`src/rtl/parallel_argmax_tree_if.sv`:
```
// Chunk-in / result-out bundle for the parallel argmax comparator tree.
// master drives chunks and observes results; slave is the tree itself.
interface parallel_argmax_tree_if #(
  parameter int WIDTH       = 8,
  parameter int LANES       = 16,
  parameter int IDX_WIDTH   = 4,
  parameter int CHUNK_WIDTH = 4
);
  logic                   in_valid;
  logic                   in_last;
  logic [LANES*WIDTH-1:0] in_data;
  logic                   out_valid;
  logic                   out_last;
  logic [WIDTH-1:0]       out_max;
  logic [IDX_WIDTH-1:0]   out_idx;
  logic [CHUNK_WIDTH-1:0] out_chunk;

  modport master (
    output in_valid, in_last, in_data,
    input  out_valid, out_last, out_max, out_idx, out_chunk
  );

  modport slave (
    input  in_valid, in_last, in_data,
    output out_valid, out_last, out_max, out_idx, out_chunk
  );
endinterface

```
`src/rtl/parallel_argmax_tree.sv`:
```
// Pipelined comparator tree: reduces one chunk of LANES signed values per
// cycle to {max, local lane index}, tagged with the chunk's position in its
// frame. One registered level per halving; ties keep the lower lane index.
module parallel_argmax_tree #(
  parameter int WIDTH       = 8,
  parameter int LANES       = 16,
  parameter int IDX_WIDTH   = 4,
  parameter int CHUNK_WIDTH = 4
) (
  input logic                  clk,
  input logic                  rst,
  parallel_argmax_tree_if.slave bus
);
  localparam int LEVELS = $clog2(LANES);
  // Most negative value: reset value of every max register.
  localparam logic signed [WIDTH-1:0] MIN_VAL = {1'b1, {(WIDTH-1){1'b0}}};

  logic [CHUNK_WIDTH-1:0] chunk_cnt_r;

  // In-frame chunk counter: advances per accepted chunk, clears after a last chunk.
  always_ff @(posedge clk) begin
    if (rst) begin
      chunk_cnt_r <= '0;
    end else if (bus.in_valid) begin
      if (bus.in_last) begin
        chunk_cnt_r <= '0;
      end else begin
        chunk_cnt_r <= chunk_cnt_r + CHUNK_WIDTH'(1);
      end
    end
  end

  for (genvar k = 0; k < LEVELS; k++) begin : lvl
    localparam int N = LANES >> (k + 1);

    // Candidates entering this level (2*N of them) and their sideband.
    logic signed [WIDTH-1:0] cand_val_s [2*N];
    logic [IDX_WIDTH-1:0]    cand_idx_s [2*N];
    logic                    cand_valid_s;
    logic                    cand_last_s;
    logic [CHUNK_WIDTH-1:0]  cand_chunk_s;

    // Winners of this level; index bits above k stay zero.
    logic signed [WIDTH-1:0] nxt_val_s [N];
    logic [IDX_WIDTH-1:0]    nxt_idx_s [N];
    logic signed [WIDTH-1:0] val_r [N];
    logic [IDX_WIDTH-1:0]    idx_r [N];
    logic                    valid_r;
    logic                    last_r;
    logic [CHUNK_WIDTH-1:0]  chunk_r;

    if (k == 0) begin : src
      for (genvar j = 0; j < 2*N; j++) begin : ln
        assign cand_val_s[j] = bus.in_data[j*WIDTH +: WIDTH];
        assign cand_idx_s[j] = '0;
      end
      assign cand_valid_s = bus.in_valid;
      assign cand_last_s  = bus.in_last;
      assign cand_chunk_s = chunk_cnt_r;
    end else begin : src
      for (genvar j = 0; j < 2*N; j++) begin : ln
        assign cand_val_s[j] = lvl[k-1].val_r[j];
        assign cand_idx_s[j] = lvl[k-1].idx_r[j];
      end
      assign cand_valid_s = lvl[k-1].valid_r;
      assign cand_last_s  = lvl[k-1].last_r;
      assign cand_chunk_s = lvl[k-1].chunk_r;
    end

    // Pairwise compare: the right candidate wins only when strictly greater,
    // and its winning side contributes index bit k.
    always_comb begin
      for (int j = 0; j < N; j++) begin
        nxt_val_s[j] = cand_val_s[2*j];
        nxt_idx_s[j] = cand_idx_s[2*j];
        if (cand_val_s[2*j+1] > cand_val_s[2*j]) begin
          nxt_val_s[j] = cand_val_s[2*j+1];
          nxt_idx_s[j] = cand_idx_s[2*j+1] | (IDX_WIDTH'(1) << k);
        end else begin
          nxt_val_s[j] = cand_val_s[2*j];
          nxt_idx_s[j] = cand_idx_s[2*j];
        end
      end
    end

    // Level register: valid always shifts, payload loads only with valid.
    always_ff @(posedge clk) begin
      if (rst) begin
        valid_r <= 1'b0;
        last_r  <= 1'b0;
        chunk_r <= '0;
        for (int j = 0; j < N; j++) begin
          val_r[j] <= MIN_VAL;
          idx_r[j] <= '0;
        end
      end else begin
        valid_r <= cand_valid_s;
        if (cand_valid_s) begin
          last_r  <= cand_last_s;
          chunk_r <= cand_chunk_s;
          for (int j = 0; j < N; j++) begin
            val_r[j] <= nxt_val_s[j];
            idx_r[j] <= nxt_idx_s[j];
          end
        end
      end
    end
  end

  assign bus.out_valid = lvl[LEVELS-1].valid_r;
  assign bus.out_last  = lvl[LEVELS-1].last_r;
  assign bus.out_max   = lvl[LEVELS-1].val_r[0];
  assign bus.out_idx   = lvl[LEVELS-1].idx_r[0];
  assign bus.out_chunk = lvl[LEVELS-1].chunk_r;
endmodule

```
`src/flat_wrapper.sv`:
```
// flat-port wrapper written by rule: the top's interface ports become plain ports
module parallel_argmax_tree_flat 
#(
  parameter int WIDTH       = 8,
  parameter int LANES       = 16,
  parameter int IDX_WIDTH   = 4,
  parameter int CHUNK_WIDTH = 4
)
  (clk, rst, bus_in_valid, bus_in_last, bus_in_data, bus_out_valid, bus_out_last, bus_out_max, bus_out_idx, bus_out_chunk);
  parallel_argmax_tree_if #(.WIDTH(WIDTH), .LANES(LANES), .IDX_WIDTH(IDX_WIDTH), .CHUNK_WIDTH(CHUNK_WIDTH)) bus_i ();
  input logic clk;
  input logic rst;
  input wire logic [$bits(bus_i.in_valid)-1:0] bus_in_valid;
  input wire logic [$bits(bus_i.in_last)-1:0] bus_in_last;
  input wire logic [$bits(bus_i.in_data)-1:0] bus_in_data;
  output wire logic [$bits(bus_i.out_valid)-1:0] bus_out_valid;
  output wire logic [$bits(bus_i.out_last)-1:0] bus_out_last;
  output wire logic [$bits(bus_i.out_max)-1:0] bus_out_max;
  output wire logic [$bits(bus_i.out_idx)-1:0] bus_out_idx;
  output wire logic [$bits(bus_i.out_chunk)-1:0] bus_out_chunk;
  assign bus_i.in_valid = bus_in_valid;
  assign bus_i.in_last = bus_in_last;
  assign bus_i.in_data = bus_in_data;
  assign bus_out_valid = bus_i.out_valid;
  assign bus_out_last = bus_i.out_last;
  assign bus_out_max = bus_i.out_max;
  assign bus_out_idx = bus_i.out_idx;
  assign bus_out_chunk = bus_i.out_chunk;
  parallel_argmax_tree #(.WIDTH(WIDTH), .LANES(LANES), .IDX_WIDTH(IDX_WIDTH), .CHUNK_WIDTH(CHUNK_WIDTH)) u_core (.clk(clk), .rst(rst), .bus(bus_i));
endmodule
```
`config.mk`:
```
export PLATFORM = sky130hd
export DESIGN_NAME = parallel_argmax_tree_flat
export DESIGN_NICKNAME = d
export VERILOG_FILES = /design/src/rtl/parallel_argmax_tree_if.sv /design/src/rtl/parallel_argmax_tree.sv /design/src/flat_wrapper.sv
export SDC_FILE = /design/constraint.sdc
export NUM_CORES = 1
export LEC_CHECK = 0
export BUFFER_PORTS_ARGS = -buffer_cell sky130_fd_sc_hd__buf_2
export CELL_PAD_IN_SITES_DETAIL_PLACEMENT = 1
export CELL_PAD_IN_SITES_GLOBAL_PLACEMENT = 2
export CORE_ASPECT_RATIO = 0.75
export CORE_MARGIN = 2
export CORE_UTILIZATION = 38
export CTS_BUF_LIST = sky130_fd_sc_hd__clkbuf_8
export CTS_CLUSTER_SIZE = 10
export DETAILED_ROUTE_END_ITERATION = 8
export GPL_TIMING_DRIVEN = 1
export PLACE_DENSITY_LB_ADDON = 0.1
export SLEW_MARGIN = 10
export SYNTH_ARGS = -nofsm -noshare
export SYNTH_HDL_FRONTEND = slang
export SYNTH_SLANG_ARGS = --single-unit
```
`constraint.sdc`:
```
create_clock -name clk -period 2.3 [get_ports clk]
set_input_delay 0.23 -clock clk [delete_from_list [all_inputs] [get_ports clk]]
set_output_delay 0.23 -clock clk [all_outputs]
set_load 0.05 [all_outputs]
```
==> flow_summary.yaml, run 1 <==
global_routing:
  grt_pass1_vias: 9341
  track_usage_pct: 19.8
  antenna_found_initial: 0
  grt_max_degree: 49
  overflow: 0
  grt_pass1_wl_um: 49300
timing:
  max_freq_mhz: 454
  maxSlewHeadroom_pct: 28.6
  slew_viol_final: 0
  fin_setup_tns_ns: 0
  finalHoldViolCount: 0
  fin_crit_sh_pct: 95.7
  setup_viol: 0
  rsz0062_at_grt: "false"
  layout_min_cycle_time_ns: 2.20
  worst_slew_pin_slew_ns: 1.07
  fin_skew_ns: 0.0170
clock_tree:
  cts_setup_buffers: 0
  cts_tree: "built"
  clock-sinks: 174
  clk_latency_ns: 0.48
  cts_buffers: 17
  cts_root_buffer: "clkbuf_8"
  clk_path_buf_depth: 2
  htreeDepth: 4
  clk_pin_slew_worst_paths_ns: 0.11
yosys:
  syn-mean-instance-area_um2: 9.50
  synthArstFlopShare_pct: 0
  synthAdderAreaFrac_pct: 13.6
  ys.flop_type: "edfxtp_1"
  ys_seq_area_share_pct: 44.3
  ys_seq_elements: 174
  synth_top_family_by_area: "compound AO/OA/AOI/OAI gates"
  yosys.area_share.simple_pct: 16.2
  synth-xor-area-share_pct: 0
  synth_edf_count: 146
  syn_nets: 1427
  synth_compound_area_share_pct: 16.8
  syn_area_um2: 11200
  yosysWarnings: 0
  synth_cell_types: 51
  synthCells: 1174
  synth.mux.area_fraction_pct: 2.78
cells_and_area:
  multiInputGateArea_um2: 5590
  layout-drive-gt1-share_pct: 19.3
  regArea_um2: 4940
  finalNonFillerCells: 1737
  nNetsFinal: 1585
  fillers: 3333
  final_util_pct: 44.9
  synthToLayoutAreaGrowth_pct: 16.8
  diodes: 0
floorplanning:
  dieArea_um2: 30800
  die-width_um: 202
  rows: 54
  initial_utilization_pct: 38.5
  coreArea_um2: 29000
  chipHeight_um: 152
  io_pins: 150
worst_setup_path:
  path_max_fanout: 5
  path_class: "reg -> reg"
  r2r_cells: 7
  cp-end-kind: "flop"
  required_ns: 2.58
  start_kind: "flop"
  critPathArrivalTime_ns: 2.48
place:
  hpwl_um: 23700
  gp_congestion: 0.827
  post-place-cells: 1704
  placement.io_buffers: 149
run:
  drv_cap: 0
hold_path:
  hold_class: "in -> reg"
  min_path_cells: 3
drt:
  drtIter0Drc: 502
  wire_per_inst_um: 17.4
  via_count: 9286
  drt_wl_total_um: 30200
  drt_first_pass_iters: 5
  vias_per_cell: 5.35
  antenna_left: 0
  drc: 0
status:
  status: "finished clean"
power_and_ir_drop:
  power.density_nw_per_um2: 639
  irDropWorstVdd_mv: 0.334
  p_leak_uw: 0.00558
area by class of cell:
class                           count  share of cell area (%)
Timing Repair Buffer              186                    8.24
Clock inverter                     14                    1.25
Multi-Input combinational cell    814                    42.9
Inverter                          139                    4.00
Tap cell                          392                    3.76
Sequential cell                   174                    38.0
Clock buffer                       18                    1.90
worst max-delay path, cell delays in order (launching register included):
cell and delay (ns):
edfxtp_1 0.41, inv_1 0.06, ha_1 0.28, inv_1 0.11, a22oi_1 0.41, o31a_1 0.34, nand3_1 0.13, a21oi_1 0.27
metrics by stage:
| step | power [uW] | cell area, um2 | hold WS (ns) | setup slack, ns |
|---|---|---|---|---|
| 3_3_place_gp | 6070 | 12500 | 0.467 | -0.103 |
| 6_report | 8320 | 13000 | 0.0569 | 0.0989 |
| 4_1_cts | 8360 | 13000 | 0.0256 | 0.0678 |
| 5_1_grt | 8830 | 13000 | 0.0432 | 0.00448 |
| 3_5_place_dp | 6120 | 12500 | 0.484 | -0.148 |
| 2_1_floorplan | 5320 | 11200 | 0.377 | 0.312 |
layout by cell type, fill, tap and decap left out, types with 3 or more instances in the layout:
cell type,netlist,routed
and4_1,6,6
edfxtp_1,146,146
nor3b_1,5,5
o2111ai_1,7,6
nor2b_1,18,18
o31a_1,6,6
clkbuf_8,0,18
and3_1,8,8
a31o_2,12,12
nor2_1,47,47
inv_8,0,5
nor4_2,3,4
or3_1,7,7
clkinv_8,0,3
ha_1,121,121
a31oi_1,8,7
nand4_1,17,17
buf_2,1,149
dfxtp_1,28,28
a21o_1,8,8
nor4b_1,5,5
or2_2,4,3
nand3_1,132,132
mux2i_1,31,31
nor4_1,5,4
nand2_1,30,28
o2111a_1,5,3
o31ai_1,7,3
nand2b_1,17,16
a21oi_1,140,140
and2_1,4,3
buf_4,0,33
inv_1,139,139
buf_12,0,4
or4_1,4,3
o21ai_0,121,121
nor3_1,15,15
state kept, by name, indices dropped and copies added, names as in the netlist:
signal	count
u_core.chunk_cnt_r	4
u_core.lvl.valid_r	3
u_core.bus.out_last	1
u_core.lvl.last_r	3
u_core.bus.out_chunk	4
u_core.lvl.val_r	120
u_core.bus.out_valid	1
u_core.lvl.chunk_r	12
u_core.lvl.idx_r	26
Yosys cell counts (2+ instances only):
library cell,instances,share of area (%)
ha_1,121,14
inv_1,139,4.7
or3_1,7,0.39
a31oi_1,8,0.45
a211o_1,2,0.16
and3_1,8,0.45
edfxtp_1,146,39
o21ai_0,121,5.4
clkbuf_1,44,1.5
dfxtp_1,28,5.0
buf_1,2,0.067
o31a_1,6,0.47
a21oi_1,140,6.3
a31o_2,12,0.94
nor4_2,3,0.34
nor3b_1,5,0.34
and2_1,4,0.22
nor4_1,5,0.28
a22oi_1,2,0.13
nand4_1,17,0.95
nand3b_1,2,0.13
mux2i_1,31,2.8
o41a_1,2,0.20
nand3_1,132,5.9
nand2b_1,17,0.95
nor2b_1,18,1.0
and4_1,6,0.47
nor3_1,15,0.67
a21o_1,8,0.54
o2111ai_1,7,0.55
or4_1,4,0.27
o2111a_1,5,0.50
nand2_1,30,1.0
o31ai_1,7,0.47
nor2_1,47,1.6
or2_2,4,0.22
nor4b_1,5,0.39
metal layers:
metal  global-route usage [%]  vias up  wire, um
li1                         -     4663         -
met2                     29.5      141     12800
met4                     3.85        0       193
met5                        0        -         0
met3                     2.50       14       922
met1                     30.7     4468     16300
report_power, final:
| group | switching (uW) | total (uW) | leakage (uW) | internal [uW] |
|---|---|---|---|---|
| combinational | 1400 | 2270 | 0.00359 | 872 |
| sequential | 157 | 3840 | 0.00178 | 3680 |
| clock | 1350 | 2210 | 0.000209 | 863 |
timing repair:
action                                  4_1_cts  5_1_grt
hold buffers                                  0        0
gates resized for setup                       4       11
cloned                                        0        1
endpoints found under the setup margin       19       16
final timing paths:
check | from | to | slack [ns]
setup reg to reg | u_core.lvl[0].val_r[1][7] | u_core.lvl[1].val_r[2][6] | 0.1
hold / removal | bus_in_data[31] | u_core.lvl[0].val_r[0][15] | 0.06
hold reg to reg | u_core.bus.out_chunk[0] | u_core.bus.out_chunk[0] | 0.50
setup / recovery | u_core.lvl[0].val_r[1][7] | u_core.lvl[1].val_r[2][6] | 0.1
cell families after synthesis:
| group | after synthesis |
|---|---|
| adders and majority gates | 121 |
| DFF | 174 |
| muxes | 31 |
| AOI/OAI and AO/OA | 327 |
| and+or+nand+nor | 334 |
| buffers and inverters | 187 |
Note: power is estimated with default switching activity, not from simulation.
==> run 2: changes to the inputs <==
ABC_CLOCK_PERIOD_IN_PS = 2700   (was default)
CORE_UTILIZATION = 41   (was 38)
clock period = 2.7 ns   (was 2.3 ns; I/O delays follow)
==> flow_summary.yaml, run 2 (synthesis results as in run 1) <==
floorplanning:
  die-width_um: 194
  chipHeight_um: 147
  coreArea_um2: 26900
  dieArea_um2: 28600
  io_pins: 150
  initial_utilization_pct: 41.5
  rows: 52
clock_tree:
  cts_root_buffer: "clkbuf_8"
  clk_latency_ns: 0.46
  cts_setup_buffers: 0
  cts_tree: "built"
  post_cts_resized: 0
  htreeDepth: 4
  clk_path_buf_depth: 2
  clock-sinks: 174
  cts_hold_buffers: 0
  cts_buffers: 17
  clk_pin_slew_worst_paths_ns: 0.10
worst_setup_path:
  cp-end-kind: "flop"
  start_kind: "flop"
  path_max_fanout: 11
  path_class: "reg -> reg"
  required_ns: 2.90
  critPathArrivalTime_ns: 2.54
power_and_ir_drop:
  power.density_nw_per_um2: 554
  total_power_uw: 7060
  p_leak_uw: 0.00547
  irDropWorstVdd_mv: 0.357
timing:
  layout_min_cycle_time_ns: 2.34
  setup_viol: 0
  fin_skew_ns: 0.0141
  rsz0062_at_grt: "false"
  worst_slew_pin_slew_ns: 1.04
  max_freq_mhz: 428
  slew_viol_final: 0
  fin_crit_sh_pct: 86.6
  fin_setup_tns_ns: 0
  finalHoldViolCount: 0
  setup_ws_ns: 0.363
  maxSlewHeadroom_pct: 30.4
global_routing:
  overflow: 0
  track_usage_pct: 20.9
  antenna_found_initial: 0
  grt_pass1_wl_um: 48100
  grt_pass1_vias: 9312
  grt_max_degree: 53
place:
  hpwl_um: 23000
  post-place-cells: 1644
  placement.io_buffers: 149
  dpl_worst_slack_ns: 0.211
  gp_congestion: 0.816
drt:
  drt_first_pass_iters: 5
  drc: 0
  drt_wl_total_um: 29200
  drtIter0Drc: 499
  wire_per_inst_um: 17.4
  antenna_left: 0
  vias_per_cell: 5.54
  via_count: 9280
cells_and_area:
  layout_common_cells: "buf_2, edfxtp_1, a21oi_1, inv_1, nand3_1"
  mostFrequentLayoutCell: "buf_2"
  diodes: 0
  synthToLayoutAreaGrowth_pct: 14.2
  finalNonFillerCells: 1676
  reg.largest.list: "u_core.lvl.val_r (120), u_core.lvl.idx_r (26), u_core.lvl.chunk_r (12)"
  layout-drive-gt1-share_pct: 17.2
  nNetsFinal: 1565
  final_util_pct: 47.4
  max_flop_register: "u_core.lvl.val_r"
  largest_reg_flops: 120
status:
  status: "finished clean"
hold_path:
  hold_class: "in -> reg"
run:
  drv_cap: 0
[run 2: cell types whose count changed in the layout (fill, tap and decap cells not counted), sizes merged]
| cell | before | now |
|---|---|---|
| clkbuf | 18 | 17 |
| bufinv | 0 | 2 |
| inv | 148 | 147 |
| o31a | 7 | 6 |
| buf | 186 | 167 |
[run 2: cell type report]
| cell class | instances | area, um2 |
|---|---|---|
| fillers | 3107 | 14100 |
| multi-input cells | 813 | 5510 |
| flip-flops and latches | 174 | 4940 |
| repair buffers | 167 | 893 |
| inverters | 139 | 522 |
| well taps | 351 | 439 |
| clock buffers | 17 | 234 |
| clock inverters | 15 | 196 |
[run 2: worst max-delay path, cell delays in order, from the launching register on]
cell and delay, ns:
edfxtp_1 0.42, inv_1 0.07, ha_1 0.31, o21ai_0 0.17, a21oi_1 0.09, or4_1 0.74
nand3_1 0.19, a21oi_1 0.08
[run 2: final timing paths]
| path | cells past startpoint | slack (ns) | startpoint | end |
|---|---|---|---|---|
| worst max register to register | 7 | 0.36 | u_core.lvl[2].val_r[0][2] | u_core.lvl[3].val_r[0][3] |
| worst max-delay path | 7 | 0.36 | u_core.lvl[2].val_r[0][2] | u_core.lvl[3].val_r[0][3] |
| worst min-delay path | 3 | 0.11 | bus_in_data[31] | u_core.lvl[0].val_r[0][15] |
| worst min register to register | 2 | 0.50 | u_core.bus.out_chunk[1] | u_core.bus.out_chunk[1] |
[run 2: through the flow]
stage	cell area (um2)	hold WS, ns
after floorplan	11200	0.417
after global placement	12300	0.478
after detailed placement	12300	0.477
after CTS	12700	0.0832
after global routing	12700	0.0973
final	12700	0.114
[run 2: where the power goes]
group	switching (uW)	internal [uW]	leakage, uW	total (uW)
logic	1140	678	0.00347	1820
registers	144	3140	0.00178	3280
clock network	1090	873	0.000219	1960
[run 2: routing by layer]
| layer | vias to the layer above | GRT usage [%] | wire length [um] |
|---|---|---|---|
| li1 | 4609 | - | - |
| met1 | 4497 | 31.9 | 15600 |
| met2 | 161 | 31.5 | 12400 |
| met3 | 13 | 3.19 | 1010 |
| met4 | 0 | 4.04 | 199 |
| met5 | - | 0 | 0 |
==> run 3: changes to the inputs <==
RECOVER_POWER = 100   (was default)
==> flow_summary.yaml, run 3 (synthesis results as in run 1) <==
status:
  status: "finished, violations left"
  violations: "max-capacitance violations, max-slew violations"
timing:
  max_freq_mhz: 416
  maxSlewHeadroom_pct: -4.40
  slew_viol_final: 23
  layout_min_cycle_time_ns: 2.41
  rsz0062_at_grt: "false"
  fin_crit_sh_pct: 89.1
  finalHoldViolCount: 0
  setup_viol: 0
  fin_skew_ns: 0.0148
  setup_ws_ns: 0.295
  fin_setup_tns_ns: 0
  worst_slew_pin_slew_ns: 1.57
global_routing:
  track_usage_pct: 20.9
  grt_pass1_vias: 9312
  grt_max_degree: 53
  grt_pass1_wl_um: 48100
  antenna_found_initial: 0
  overflow: 0
hold_path:
  hold_class: "in -> reg"
  hold_path.startpoint: "bus_in_data[31]"
drt:
  via_count: 9286
  wire_per_inst_um: 17.4
  drt_wl_total_um: 29200
  drtIter0Drc: 465
  drt_first_pass_iters: 5
  drc: 0
  antenna_left: 0
  vias_per_cell: 5.54
clock_tree:
  htreeDepth: 4
  cts_setup_buffers: 0
  cts_tree: "built"
  cts_root_buffer: "clkbuf_8"
  clk_latency_ns: 0.46
  cts_buffers: 17
  clk_pin_slew_worst_paths_ns: 0.11
  clk_path_buf_depth: 2
  cts_hold_buffers: 0
  post_cts_resized: 0
  clock-sinks: 174
cells_and_area:
  diodes: 0
  fillers: 3119
  final_util_pct: 47.2
  post-route-cell-area_um2: 12700
  nNetsFinal: 1565
  reg.largest.list: "u_core.lvl.val_r (120), u_core.lvl.idx_r (26), u_core.lvl.chunk_r (12)"
  synthToLayoutAreaGrowth_pct: 13.6
  layout-drive-gt1-share_pct: 15.0
  largest_reg_flops: 120
  max_flop_register: "u_core.lvl.val_r"
  mostFrequentLayoutCell: "edfxtp_1"
  layout_common_cells: "edfxtp_1, a21oi_1, inv_1, nand3_1, buf_2"
place:
  dpl_worst_slack_ns: 0.211
  placed_cell_area_um2: 12300
  hpwl_um: 23000
  placement.io_buffers: 149
  gp_congestion: 0.816
worst_setup_path:
  reg2reg_from: "u_core.lvl[1].val_r[3][2]"
  critPathLaunch: "u_core.lvl[1].val_r[3][2]"
  crit_slowest_cell: "edfxtp_1"
  path_class: "reg -> reg"
  crit_path_max_incr_delay_ns: 0.44
  path_max_fanout: 11
  critPathArrivalTime_ns: 2.65
  start_kind: "flop"
  cp-end-kind: "flop"
  required_ns: 2.94
  worstPathCellList: "ha_1, o21ai_0, a21oi_1, o41ai_1, clkbuf_1, o21ai_0, a21oi_1"
floorplanning:
  die-width_um: 194
  initial_utilization_pct: 41.5
  chipHeight_um: 147
  dieArea_um2: 28600
  coreArea_um2: 26900
  io_pins: 150
  rows: 52
power_and_ir_drop:
  power.density_nw_per_um2: 555
  irDropWorstVdd_mv: 0.342
  p_leak_uw: 0.00537
  total_power_uw: 7040
run:
  drv_cap: 1
==> run 3: cell types whose count changed in the layout (fill, tap and decap cells not counted), sizes merged <==
cell    delta
buf       -28
clkbuf    +28
==> run 3: metrics by stage <==
step                      hold WS, ns  std cells
after floorplan                 0.417       1174
after global placement          0.478       1644
after detailed placement        0.477       1644
after CTS                      0.0832       1676
after global routing           0.0973       1676
final                           0.119       1676
==> run 3: power by group <==
group | leakage [uW] | switching [uW] | total [uW] | internal (uW)
Combinational | 0.00337 | 1140 | 1800 | 664
Clock | 0.000219 | 1080 | 1950 | 873
Sequential | 0.00178 | 145 | 3280 | 3140
Total | 0.00537 | 2360 | 7040 | 4680
==> run 3: layout make-up <==
cell class,count,area (um2),area share [%]
multi-input combinational,813,5500,43.4
sequential,174,4940,39.0
clock inverter,15,196,1.55
tap,351,439,3.46
clock buffer,17,234,1.85
timing repair buffer,167,838,6.61
inverter,139,522,4.12
==> run 3: worst paths after layout <==
path | to | slack [ns] | depth (start not counted)
worst max-delay path | u_core.lvl[2].val_r[0][9] | 0.29 | 7
worst min register to register | u_core.chunk_cnt_r[1] | 0.50 | 2
worst min-delay path | u_core.lvl[0].val_r[0][15] | 0.12 | 3
worst max register to register | u_core.lvl[2].val_r[0][9] | 0.29 | 7
==> run 3: per-layer routing <==
layer,vias to the layer above,global-route usage (%),share of wire (%)
li1,4610,-,-
met1,4498,31.9,53
met2,165,31.5,43
met3,13,3.19,3.5
met4,0,4.04,0.75
met5,-,0,0
==> run 3: worst max-delay path: cells and delay by family, from the launching register on <==
kind	cells	cell delay, ns
adder cells (fa/ha/maj)	1	0.33
buffers and inverters	1	0.38
AO/OA/AOI/OAI	5	1.04
flip-flops	1	0.44
